--- src/rtl/spike_mem_pkg.sv ---
// Shared types and helpers for the ping-pong spike memory.
// SPIKE_MEM_POPCNT_EN adds the rd_popcnt output in the top.
package spike_mem_pkg;

    typedef enum logic [1:0] {
        ST_RUN   = 2'd0,
        ST_DRAIN = 2'd1,
        ST_CLEAR = 2'd2
    } state_t;

    localparam int RD_LAT_MIN = 1;
    localparam int RD_LAT_MAX = 2;

    function automatic int clog2(input int v);
        int r;
        r = 0;
        while ((1 << r) < v) r++;
        return r;
    endfunction

endpackage

--- src/rtl/spike_mem_pingpong_bank.sv ---
// One simple dual-port spike bank holding both pages.
// LAT=2 registers the read; LAT=1 reads combinationally.
module spike_bank
    import spike_mem_pkg::*;
#(
    parameter int WORD_W = 4,
    parameter int DEPTH  = 80,
    parameter int LAT    = 2,
    parameter int AW     = clog2(DEPTH)
) (
    input  logic              clk,
    input  logic              we,
    input  logic [AW-1:0]     waddr,
    input  logic [WORD_W-1:0] wdata,
    input  logic              re,
    input  logic [AW-1:0]     raddr,
    output logic [WORD_W-1:0] rdata
);

    logic [WORD_W-1:0] mem [DEPTH];

    always_ff @(posedge clk) begin
        if (we) mem[waddr] <= wdata;
    end

    if (LAT >= 2) begin : g_sync
        always_ff @(posedge clk) begin
            if (re) rdata <= mem[raddr];
        end
    end else begin : g_async
        assign rdata = re ? mem[raddr] : '0;
    end

endmodule

--- src/rtl/spike_mem_pingpong.sv ---
// Banked double-buffered spike memory with swap/auto-clear.
// Optional SPIKE_MEM_POPCNT_EN adds a registered rd_popcnt.
module spike_mem_pingpong
    import spike_mem_pkg::*;
#(
    parameter int WORD_W     = 4,
    parameter int NUM_BANKS  = 4,
    parameter int BANK_DEPTH = 40,
    parameter int RD_LATENCY = 2,
    parameter int ADDR_W     = clog2(NUM_BANKS * BANK_DEPTH),
    parameter int BSEL_W     = clog2(NUM_BANKS)
`ifdef SPIKE_MEM_POPCNT_EN
    , parameter int PC_W     = clog2(NUM_BANKS * WORD_W + 1)
`endif
) (
    input  logic                        clk,
    input  logic                        rst_n,
    input  logic                        wr_en,
    input  logic [ADDR_W-1:0]           wr_addr,
    input  logic [WORD_W-1:0]           wr_data,
    output logic                        wr_ready,
    input  logic                        rd_en,
    input  logic [ADDR_W-1:0]           rd_addr,
    output logic                        rd_ready,
    output logic                        rd_valid,
    output logic [WORD_W-1:0]           rd_data,
    output logic [NUM_BANKS*WORD_W-1:0] rd_data_wide,
    input  logic                        swap_req,
    output logic                        swap_done,
    output logic                        page_sel,
    output logic                        busy,
`ifdef SPIKE_MEM_POPCNT_EN
    output logic [PC_W-1:0]             rd_popcnt,
`endif
    output logic                        err_oob
);

    localparam int LAT   = (RD_LATENCY < RD_LAT_MIN) ? RD_LAT_MIN :
                           (RD_LATENCY > RD_LAT_MAX) ? RD_LAT_MAX :
                           RD_LATENCY;
    localparam int PD    = (LAT > 1) ? LAT - 1 : 1;
    localparam int ROW_W = ADDR_W - BSEL_W;
    localparam int PA_W  = clog2(2 * BANK_DEPTH);
    localparam int CNT_W = clog2(LAT + 1);
    localparam int WW    = NUM_BANKS * WORD_W;
    localparam logic [ADDR_W:0] LIMIT =
        (ADDR_W + 1)'(NUM_BANKS * BANK_DEPTH);
    localparam logic [ROW_W-1:0] LAST_ROW = ROW_W'(BANK_DEPTH - 1);

    state_t            state;
    logic              first_clr;
    logic [ROW_W-1:0]  clr_row;
    logic [CNT_W-1:0]  inflight;

    logic [BSEL_W-1:0] wr_bank, rd_bank;
    logic [ROW_W-1:0]  wr_row, rd_row;
    logic              wr_oob, rd_oob, wr_acc, rd_acc;

    // Pages sit back to back in each bank: page 1 starts at BANK_DEPTH.
    function automatic logic [PA_W-1:0] phys(
        input logic pg, input logic [ROW_W-1:0] row);
        return PA_W'(row) + (pg ? PA_W'(BANK_DEPTH) : PA_W'(0));
    endfunction

    assign wr_bank  = wr_addr[BSEL_W-1:0];
    assign wr_row   = wr_addr[ADDR_W-1:BSEL_W];
    assign rd_bank  = rd_addr[BSEL_W-1:0];
    assign rd_row   = rd_addr[ADDR_W-1:BSEL_W];
    assign wr_oob   = {1'b0, wr_addr} >= LIMIT;
    assign rd_oob   = {1'b0, rd_addr} >= LIMIT;

    assign wr_ready = (state == ST_RUN);
    assign rd_ready = (state != ST_DRAIN);
    assign busy     = (state != ST_RUN);
    assign wr_acc   = wr_en & wr_ready & ~wr_oob;
    assign rd_acc   = rd_en & rd_ready;

    logic [WORD_W-1:0] bank_q [NUM_BANKS];

    for (genvar b = 0; b < NUM_BANKS; b++) begin : g_bank
        logic              we;
        logic [PA_W-1:0]   wa;
        logic [WORD_W-1:0] wd;

        always_comb begin
            if (state == ST_CLEAR) begin
                we = 1'b1;
                wa = phys(~page_sel, clr_row);
                wd = '0;
            end else begin
                we = wr_acc && (wr_bank == BSEL_W'(b));
                wa = phys(~page_sel, wr_row);
                wd = wr_data;
            end
        end

        spike_bank #(
            .WORD_W(WORD_W),
            .DEPTH (2 * BANK_DEPTH),
            .LAT   (LAT),
            .AW    (PA_W)
        ) u_bank (
            .clk  (clk),
            .we   (we),
            .waddr(wa),
            .wdata(wd),
            .re   (rd_acc & ~rd_oob),
            .raddr(phys(page_sel, rd_row)),
            .rdata(bank_q[b])
        );
    end

    always_ff @(posedge clk or negedge rst_n) begin
        if (!rst_n) begin
            state     <= ST_CLEAR;
            page_sel  <= 1'b0;
            clr_row   <= '0;
            swap_done <= 1'b0;
            first_clr <= 1'b1;
        end else begin
            swap_done <= 1'b0;
            unique case (state)
                ST_RUN: begin
                    if (swap_req) begin
                        if (inflight == '0 && !rd_en) begin
                            page_sel <= ~page_sel;
                            clr_row  <= '0;
                            state    <= ST_CLEAR;
                        end else begin
                            state <= ST_DRAIN;
                        end
                    end
                end
                ST_DRAIN: begin
                    if (inflight == '0) begin
                        page_sel <= ~page_sel;
                        clr_row  <= '0;
                        state    <= ST_CLEAR;
                    end
                end
                ST_CLEAR: begin
                    if (clr_row == LAST_ROW) begin
                        swap_done <= ~first_clr;
                        first_clr <= 1'b0;
                        state     <= ST_RUN;
                    end else begin
                        clr_row <= clr_row + 1'b1;
                    end
                end
                default: state <= ST_RUN;
            endcase
        end
    end

    logic [LAT-1:0]             vq, vs;
    logic [PD-1:0][BSEL_W-1:0]  bq;
    logic [LAT-1:0][BSEL_W-1:0] bs;
    logic [PD-1:0]              oq;
    logic [LAT-1:0]             os;

    // Stage 0 is the accept cycle; stage LAT-1 feeds the output register.
    always_comb begin
        vs    = '0;
        bs    = '0;
        os    = '0;
        vs[0] = rd_acc;
        bs[0] = rd_bank;
        os[0] = rd_oob;
        for (int i = 1; i < LAT; i++) begin
            vs[i] = vq[i-1];
            bs[i] = bq[i-1];
            os[i] = oq[i-1];
        end
    end

    assign rd_valid = vq[LAT-1];

    logic [WW-1:0]     pre_wide;
    logic [WORD_W-1:0] pre_narrow;

    always_comb begin
        pre_wide   = '0;
        pre_narrow = '0;
        if (!os[LAT-1]) begin
            for (int b = 0; b < NUM_BANKS; b++)
                pre_wide[(NUM_BANKS-1-b)*WORD_W +: WORD_W] = bank_q[b];
            pre_narrow = bank_q[bs[LAT-1]];
        end
    end

`ifdef SPIKE_MEM_POPCNT_EN
    function automatic logic [PC_W-1:0] ones(input logic [WW-1:0] v);
        logic [PC_W-1:0] c;
        c = '0;
        for (int i = 0; i < WW; i++) c = c + PC_W'(v[i]);
        return c;
    endfunction
`endif

    always_ff @(posedge clk or negedge rst_n) begin
        if (!rst_n) begin
            vq           <= '0;
            bq           <= '0;
            oq           <= '0;
            inflight     <= '0;
            err_oob      <= 1'b0;
            rd_data      <= '0;
            rd_data_wide <= '0;
`ifdef SPIKE_MEM_POPCNT_EN
            rd_popcnt    <= '0;
`endif
        end else begin
            vq       <= vs;
            bq       <= bs[PD-1:0];
            oq       <= os[PD-1:0];
            inflight <= inflight + CNT_W'(rd_acc) - CNT_W'(rd_valid);
            if ((wr_en & wr_ready & wr_oob) | (rd_acc & rd_oob))
                err_oob <= 1'b1;
            if (vs[LAT-1]) begin
                rd_data      <= pre_narrow;
                rd_data_wide <= pre_wide;
`ifdef SPIKE_MEM_POPCNT_EN
                rd_popcnt    <= ones(pre_wide);
`endif
            end
        end
    end

endmodule

--- config.mk ---
export PLATFORM = sky130hd
export DESIGN_NAME = spike_mem_pingpong
export DESIGN_NICKNAME = d
export VERILOG_FILES = /design/src/rtl/spike_mem_pkg.sv /design/src/rtl/spike_mem_pingpong_bank.sv /design/src/rtl/spike_mem_pingpong.sv
export SDC_FILE = /design/constraint.sdc
export NUM_CORES = 1
export LEC_CHECK = 0
export CAP_MARGIN = 20
export CORE_UTILIZATION = 55
export DETAILED_ROUTE_END_ITERATION = 16
export PLACE_DENSITY = 0.69
export SLEW_MARGIN = 0
export SYNTH_ARGS = -nofsm -noshare
export SYNTH_HDL_FRONTEND = slang
export SYNTH_SLANG_ARGS = --single-unit
--- constraint.sdc ---
create_clock -name clk -period 16.1 [get_ports clk]
set_clock_uncertainty 0.2 [all_clocks]
set_input_delay 4.83 -clock clk [delete_from_list [all_inputs] [get_ports clk]]
set_output_delay 4.83 -clock clk [all_outputs]
set_load 0.01 [all_outputs]
# After elaboration in Yosys (flattened, before gate mapping)
# Memories as Yosys holds them, arrays and structs flattened. A register that Yosys moved wholly into a read port is not among the register bits.
# Cells that the tools add are included.
# word_totals
reg_bits	39
ram_bits	1280
inputBits	25
output_inout_bits	27
mem_count	4
# classes
n_addsub	6
order_cmp	3
n_eq_ne	12
mux	37
n_bitwise	12
n_reduce_logical	16
# mem_list
name	words	word_bits	read_ports	rd_ports_with_merged_regs	write_ports	line	rtl
g_bank[0].u_bank.mem	80	4	1	1	1	spike_mem_pingpong_bank.sv:20	logic [WORD_W-1:0] mem [DEPTH];
g_bank[1].u_bank.mem	80	4	1	1	1	spike_mem_pingpong_bank.sv:20	
g_bank[2].u_bank.mem	80	4	1	1	1	spike_mem_pingpong_bank.sv:20	
g_bank[3].u_bank.mem	80	4	1	1	1	spike_mem_pingpong_bank.sv:20	
# op_table
cell	n
two-way mux 6 bit	6
case mux 6 bit (3 select lines)	1
two-way mux 1 bit	17
>= comparator 8 bit (second input constant)	2
two-way mux 16 bit	1
two-way mux 4 bit	4
adder 6 x 6 -> 7 bit	2
binary-select mux 4 bit (select 2 bit)	1
two-way mux 2 bit	4
inequality test 2 x 1 -> 1 bit (second input constant)	4
adder 6 x 7 -> 7 bit	1
two-way mux 7 bit	1
adder 6 x 1 -> 6 bit (second input constant)	1
bitwise AND 1 bit	6
equality test 2 bit (second input constant)	3
equality test 6 bit (second input constant)	1
logical NOT 2 bit	3
case mux 2 bit (3 select lines)	1
logical AND 1 bit	5
AND reduction 5 bit	1
equality test 2 x 1 -> 1 bit (second input constant)	2
inequality test 2 bit (second input constant)	2
NOT 1 bit	4
AND reduction 4 bit	1
other kinds (11)	12

# Depth between registers and ports, before layout
# Gate-level depths: netlist (run 1).
# depth
ltp_word	7
depth_mapped	10
mapped_depth_nobuf	8

# Modules after synthesis
# From an unflattened synthesis (run 1), not the netlist that was laid out.
# hier_totals
cells_unflattened	2797
area_unflattened_um2	53621.4
# by_module_without_submodules
mod	instances	cells_per_inst	area_each_um2	seq_area_each_um2
spike_bank	4	646	12884.9	9729.3
spike_mem_pingpong	1	213	2082.0	978.4

# Worst setup path after synthesis (run 1)
# OpenSTA, ideal clock, no wires.
# synth_path
kind	input -> register
start	in wr_data[0]
end	mem g_bank[0].u_bank.mem[0][0] (data pin)
setup_ns	1.040
t_arrival_ns	8.865
required_time_ns	14.860
slack_ns	5.995
stages	1
path_cell_list	and2_1
# synth_between
elab_chain_len	1
# synth_rtl
item	line	rtl
from (decl)	spike_mem_pingpong.sv:20	input logic [WORD_W-1:0] wr_data,
two-way mux 4 bit	spike_mem_pingpong.sv:86	if (state == ST_CLEAR) begin
to (decl)	spike_mem_pingpong_bank.sv:20	
# No other way between the ends.

# Final worst setup path (run 1)
# layout_path
start	in rd_addr[5]
end	reg g_bank[1].u_bank.rdata[1] (read register of g_bank[1].u_bank.mem) (data pin)
# layout_between
elab_chain_len	3
# layout_rtl
item	line	rtl
from (decl)	spike_mem_pingpong.sv:23	input logic [ADDR_W-1:0] rd_addr,
>= comparator 8 bit	spike_mem_pingpong.sv:70	assign rd_oob = {1'b0, rd_addr} >= LIMIT;
NOT 1 bit	spike_mem_pingpong.sv:107	.re (rd_acc & ~rd_oob),
bitwise AND 1 bit	spike_mem_pingpong.sv:107	
to (decl)	spike_mem_pingpong_bank.sv:17	output logic [WORD_W-1:0] rdata
# Parallel ways exist; a longest one is shown, timed or not.
# A chain may end at the register's enable or synchronous reset.

==> results of run 1 <==
-- state kept, by name, summed over array words and instances (netlist names), 4 cells and up --
register / flops
g_bank.u_bank.rdata: 16
rd_data_wide: 16
rd_data: 4
clr_row: 6
g_bank.u_bank.mem: 1280
-- worst min-delay path by stage --
| stage | start | end | slack, ns | cells past startpoint |
|---|---|---|---|---|
| floorplan | vq[0] | vq[1] | 0.15 | 0 |
| global placement | first_clr | first_clr | 0.28 | 1 |
| detailed placement | first_clr | swap_done | 0.28 | 1 |
| CTS | first_clr | swap_done | 0.30 | 1 |
| global route | first_clr | swap_done | 0.32 | 1 |
| finish | first_clr | first_clr | 0.30 | 1 |
-- cells in the mapped netlist (2+ instances only) --
master / n
nor3b_2: 2
a211o_1: 2
buf_4: 13
nor4_1: 16
nand4_1: 20
nor2b_1: 21
nor4bb_1: 3
buf_6: 16
xor2_1: 3
a31oi_1: 7
nand3b_1: 21
nand2_1: 24
and2_1: 6
nor3_1: 34
clkbuf_1: 61
nand2b_1: 7
buf_2: 56
nand2_2: 32
xnor2_1: 5
o21ai_2: 4
mux2_2: 67
a211oi_1: 16
mux4_2: 292
nand3_1: 67
buf_1: 20
nor3_2: 2
dfstp_2: 2
nor2_4: 4
a21oi_1: 2
dfrtp_1: 37
o31ai_1: 17
edfxtp_1: 1296
o21a_1: 2
mux2i_1: 54
o21ai_0: 25
inv_1: 33
a22o_1: 30
o22ai_1: 63
nor2_1: 340
ha_1: 12
o311ai_1: 16
-- cells by family (layout without fill, tap and decap cells) --
group,Yosys count,in the layout,synth area share
fa+ha+maj,12,12,0.00282
xor+xnor,10,10,0.00193
simple gates,607,607,0.0537
mux,413,413,0.148
other cells,0,2,0
flops,1335,1335,0.750
compound gates,186,186,0.0247
buf+inv,200,360,0.0186
-- layer usage --
layer,routed length (um),track usage,vias up
met3,12000,0.0658,248
met1,48600,0.357,14100
met4,3720,0.0841,0
li1,-,-,11300
met2,59500,0.405,1419
met5,0,0,-
-- power by group --
group          internal [W]  total, W  switching [W]
combinational      0.000430   0.00144        0.00101
sequential          0.00405   0.00413      0.0000776
clock               0.00170   0.00298        0.00128
total               0.00618   0.00854        0.00236
-- through the flow --
stage               power [W]  cells  instance area [sq um]  setup slack (ns)
floorplan             0.00505   2763                  53200              5.99
global placement      0.00556   3948                  54800              6.07
detailed placement    0.00561   3949                  54800              5.91
CTS                   0.00855   4187                  59000              6.67
global route          0.00878   4188                  59000              6.45
finish                0.00854   4190                  59000              6.57
-- worst reg2reg max path, delay by kind of cell (launching register included) --
family                     cells  cell delay [ns]
buffers and inverters          2             1.73
and+or+nand+nor                3             1.20
AOI/OAI and AO/OA              2             0.61
DFF                            1             0.42
adders and majority gates      2             0.95
-- final cells by class --
type,instances,area (sq um)
Sequential cell,1335,39900
Timing Repair Buffer,89,873
Multi-Input combinational cell,1228,12400
Clock inverter,82,748
Antenna cell,2,5.00
Clock buffer,156,3410
Inverter,33,124
Tap cell,1265,1580
Fill cell,6471,36400
==> flow_summary_export.csv, run 1 <==
group,metric,value,unit
outcome,outcome,"finished, final reports clean",
setup_path,critical-path-top-delay-family,"buffers and inverters",
clock_network,cts_tree,"yes",
yosys,yosys.area.top_type,"edfxtp_1",
clock_network,path_clk_slew,0.06,ns
floorplanning,die-area,97900,sq um
floorplanning,ios,52,
setup_path,crit_top_cell,"buf_4",
clock_network,htreeDepth,4,
yosys,synth.top_cell.area_share,0.732,
setup_path,crit_path_start,"rd_addr[5]",
setup_path,cpMaxStageDelayCell,"buf_4",
global_route,grt_pass1_wl,183000,um
yosys,synth_seq_cells,1335,
setup_path,worstPathArrival,9.78,ns
sta,fin_crit,9.53,ns
floorplanning,fp.dieH,313,um
yosys,avgSynthCellArea,19.2,sq um
layout,layout_common_cells,"edfxtp_1 (1296), nor2_1 (340), mux4_2 (292)",
yosys,yosysWarnings,0,
layout,area_growth,11.0,%
worst_hold_path,hp-class,"reg2reg",
global_route,grt_antenna_before_repair,3,
floorplanning,rows,113,
setup_path,cp-end-kind,"flop",
detailed_routing,drtIter0Drc,3323,
yosys,synth.net_count,2800,
floorplanning,core_area,95400,sq um
setup_path,start_kind,"input port",
yosys,synth_area,53200,sq um
yosys,synthFlopType,"edfxtp_1",
setup_path,r2r-start,"page_sel",
detailed_routing,post_drt_wl_per_cell,29.5,um
setup_path,path_cells,"clkdlybuf4s50_1, ha_1, ha_4, buf_4, buf_4, nand2_1, o22ai_1, nor4_1, nor3_1, o311ai_1",
yosys,ys_types,54,
clock_network,clk-insertion-delay-late,0.74,ns
sta,worstMarginPinSlew,1.37,ns
detailed_routing,via_count,27100,
pwr,ir_worst_vdd,114,uV
layout,drive_gt1_frac,0.223,
global_route,track_usage,0.258,
global_route,grt_pass1_vias,27500,
sta,finalSetupTns,0,ns
setup_path,path_max_fanout,64,
detailed_routing,ant_nets,0,
sta,hold_slack,0.300,ns
setup_path,cp.depth,10,
floorplanning,die_w,313,um
detailed_routing,wl,124000,um
setup_path,ff2ff_path_depth,9,
yosys,postSynthCellCount,2763,
sta,period_share,0.592,
sta,maxSlewViolCount,0,
yosys,yosysSeqAreaShare,0.750,
layout,post-route-util,0.618,
clock_network,cts_sinks,1335,
detailed_routing,vias_per_cell,6.46,
clock_network,cts_setup_buffers,0,
floorplanning,start_util,0.557,
yosys,ys_top_cells_by_area,"edfxtp_1 (73%), mux4_2 (12%), nor2_1 (2.4%)",
job,maxCapViolCount,0,
setup_path,crit_path_max_incr_delay,0.83,ns
global_route,grt_overflow,0,
sta,setup_viol,0,
sta,finalHoldViolations,0,
yosys,async_reset_ff_frac,0.0292,
setup_path,path_buf_inv,3,
clock_network,clock-root-buffer,"clkbuf_16",
sta,rsz0062_at_grt,"no",
detailed_routing,firstDrtPassIters,8,
yosys,synth_edf_count,1296,
place,portBuffers,51,
setup_path,r2r-end,"g_bank[1].u_bank.rdata[1]",
place,dp_hpwl,75300,um
setup_path,reg2reg_slack,10.71,ns
setup_path,critical_path_class,"in2reg",
setup_path,cp.required,16.35,ns
detailed_routing,drc_errors,0,
clock_network,clk_path_buf_depth,3,
sta,relSlewSlack,0.0838,
sta,fmax,0.105,GHz
setup_path,crit_path_end,"g_bank[1].u_bank.rdata[1]",
global_route,grt_max_degree,235,
layout,fin_nets,2855,
clock_network,numCtsBuffers,131,
place,finalWeightedCongestion,0.866,
clock_network,ctsResizeCount,0,
clock_network,ctsHoldBuffers,0,
pwr,p_leak,18.4,nW
pwr,powerDensity,145,nW/um^2
layout,layout_commonest_cell,"edfxtp_1",
Power figures use the tool's default switching activity.
==> run 2: changes to the inputs <==
==> constraint.sdc (replaced) <==
create_clock -name clk -period 9 [get_ports clk]
set_clock_uncertainty 0.2 [all_clocks]
set_input_delay 2.7 -clock clk [delete_from_list [all_inputs] [get_ports clk]]
set_output_delay 2.7 -clock clk [all_outputs]
set_load 0.01 [all_outputs]
==> run 2 against run 1 <==
Global-route usage shrank 0.47 points. Sequential power rose by 79%. Hold slack worse by 0.0075 ns. Critical path depth decreased by 2. Sequential cell count did not move. Power increased by 80%. Die area did not move. Largest cell class unchanged. Largest power group unchanged. Highest routed layer is now met5.
==> flow_summary_export.csv, run 2 (synthesis gave the netlist of run 1 again) <==
group,metric,value,unit
outcome,outcome,"finished, final reports clean",
layout,reg.largest.list,"g_bank.u_bank.mem (1280), g_bank.u_bank.rdata (16), rd_data_wide (16)",
clock_network,htreeDepth,4,
layout,drive_gt1_frac,0.226,
setup_path,start_kind,"input port",
sta,fin_crit,5.94,ns
clock_network,cts_tree,"yes",
sta,fmax,0.168,GHz
clock_network,clock-root-buffer,"clkbuf_16",
job,maxCapViolCount,0,
floorplanning,core_area,95400,sq um
pwr,powerDensity,259,nW/um^2
setup_path,cp.required,9.27,ns
detailed_routing,via_count,26800,
layout,layout_commonest_cell,"edfxtp_1",
setup_path,path_max_fanout,26,
clock_network,ctsResizeCount,0,
layout,layout_common_cells,"edfxtp_1 (1296), nor2_1 (340), mux4_2 (292)",
pwr,combPwrFrac,0.168,
global_route,grt_overflow,0,
place,portBuffers,51,
detailed_routing,wl,121000,um
clock_network,path_clk_slew,0.06,ns
clock_network,clk_path_buf_depth,3,
global_route,grt_max_degree,193,
clock_network,cts_setup_buffers,0,
detailed_routing,firstDrtPassIters,5,
layout,fin_nets,2863,
setup_path,critical_path_class,"in2reg",
layout,top_register,"g_bank.u_bank.mem",
worst_hold_path,hp-class,"reg2reg",
pwr,switchingPower,0.00426,W
global_route,grt_pass1_vias,27600,
setup_path,cp-end-kind,"flop",
sta,relSlewSlack,0.241,
sta,maxSlewViolCount,0,
place,dp_hpwl,73300,um
pwr,ir_worst_vdd,200,uV
detailed_routing,post_drt_wl_per_cell,28.8,um
clock_network,ctsHoldBuffers,0,
floorplanning,fp.dieH,313,um
pwr,p_int,0.0111,W
pwr,p_sw_frac,0.277,
sta,hold_slack,0.292,ns
clock_network,clk-insertion-delay-late,0.73,ns
pwr,p_clk_frac,0.352,
setup_path,path_cells,"clkdlybuf4s50_1, ha_1, buf_4, or3b_1, a211o_1, o22ai_1, nor3_1, o311ai_1",
layout,largest_reg_flops,1280,
floorplanning,die_w,313,um
global_route,track_usage,0.253,
place,finalWeightedCongestion,0.843,
global_route,grt_pass1_wl,181000,um
sta,finalHoldViolations,0,
detailed_routing,drc_errors,0,
detailed_routing,drtIter0Drc,3068,
floorplanning,ios,52,
setup_path,worstPathArrival,6.21,ns
sta,finalSetupTns,0,ns
detailed_routing,ant_nets,0,
sta,setup_viol,0,
setup_path,cpMaxStageDelayCell,"or3b_1",
clock_network,numCtsBuffers,134,
sta,worstMarginPinSlew,1.14,ns
clock_network,cts_sinks,1335,
sta,period_share,0.660,
setup_path,crit_path_max_incr_delay,0.95,ns
floorplanning,start_util,0.557,
pwr,p_leak,18.5,nW
floorplanning,die-area,97900,sq um
sta,rsz0062_at_grt,"no",
global_route,grt_antenna_before_repair,5,
layout,area_growth,11.3,%
detailed_routing,vias_per_cell,6.38,
pwr,seq_power_share,0.480,
floorplanning,rows,113,
-- run 2: cell count changes in the layout (fill, tap and decap cells not counted), moves of 2 or more --
cell,previous run,this run
buf_12,4,9
clkbuf_1,23,21
clkbuf_16,133,137
clkinv_2,23,31
clkinv_8,2,4
inv_6,13,7
-- run 2: critical path, delay by kind of cell --
family	cells	cell delay (ns)
buf+inv	2	0.70
fa+ha+maj	1	0.30
simple gates	2	1.22
compound gates	3	1.27
-- run 2: layer usage --
metal	track usage	routed length [um]	vias up
met2	0.395	57900	1303
met4	0.0813	3280	4
met3	0.0526	10800	213
li1	-	-	11300
met1	0.362	49100	14000
met5	0	27	-
-- run 2: final timing paths --
path	from	cells after the start	slack, ns	endpoint
setup / recovery	rd_addr[5]	8	3.06	g_bank[2].u_bank.rdata[0]
hold / removal	first_clr	1	0.29	swap_done
setup reg to reg	state[0]	6	4.83	g_bank[0].u_bank.mem[14][0]
hold reg to reg	first_clr	1	0.29	swap_done
max in group asynchronous	rst_n	1	6.16	rd_data_wide[3]
min in group asynchronous	rst_n	1	1.89	bq[0]
-- run 2: metrics by stage --
step / cell area (sq um) / setup WS [ns] / util / instances / power (W)
detailed placement: 54900 / 2.29 / 0.575 / 3954 / 0.0101
global placement: 54900 / 2.35 / 0.575 / 3953 / 0.00998
global route: 59200 / 2.94 / 0.620 / 4199 / 0.0158
floorplan: 53200 / 1.02 / - / 2763 / 0.00903
CTS: 59200 / 3.07 / 0.620 / 4198 / 0.0154
finish: 59200 / 3.06 / 0.620 / 4202 / 0.0154
-- run 2: power groups by stage --
stage / combinational (W) / sequential, W / clock [W]
floorplan: 0.00149 / 0.00754 / 0
global placement: 0.00249 / 0.00749 / 0
detailed placement: 0.00256 / 0.00750 / 0
CTS: 0.00257 / 0.00737 / 0.00547
global route: 0.00272 / 0.00739 / 0.00570
finish: 0.00258 / 0.00738 / 0.00540
-- run 2: layout make-up --
| cell class | instances | area [sq um] |
|---|---|---|
| Tap cell | 1265 | 1580 |
| Fill cell | 6399 | 36200 |
| Clock inverter | 86 | 746 |
| Antenna cell | 3 | 7.51 |
| Sequential cell | 1335 | 39900 |
| Clock buffer | 158 | 3510 |
| Inverter | 33 | 124 |
| Multi-Input combinational cell | 1228 | 12400 |
| Timing Repair Buffer | 94 | 966 |
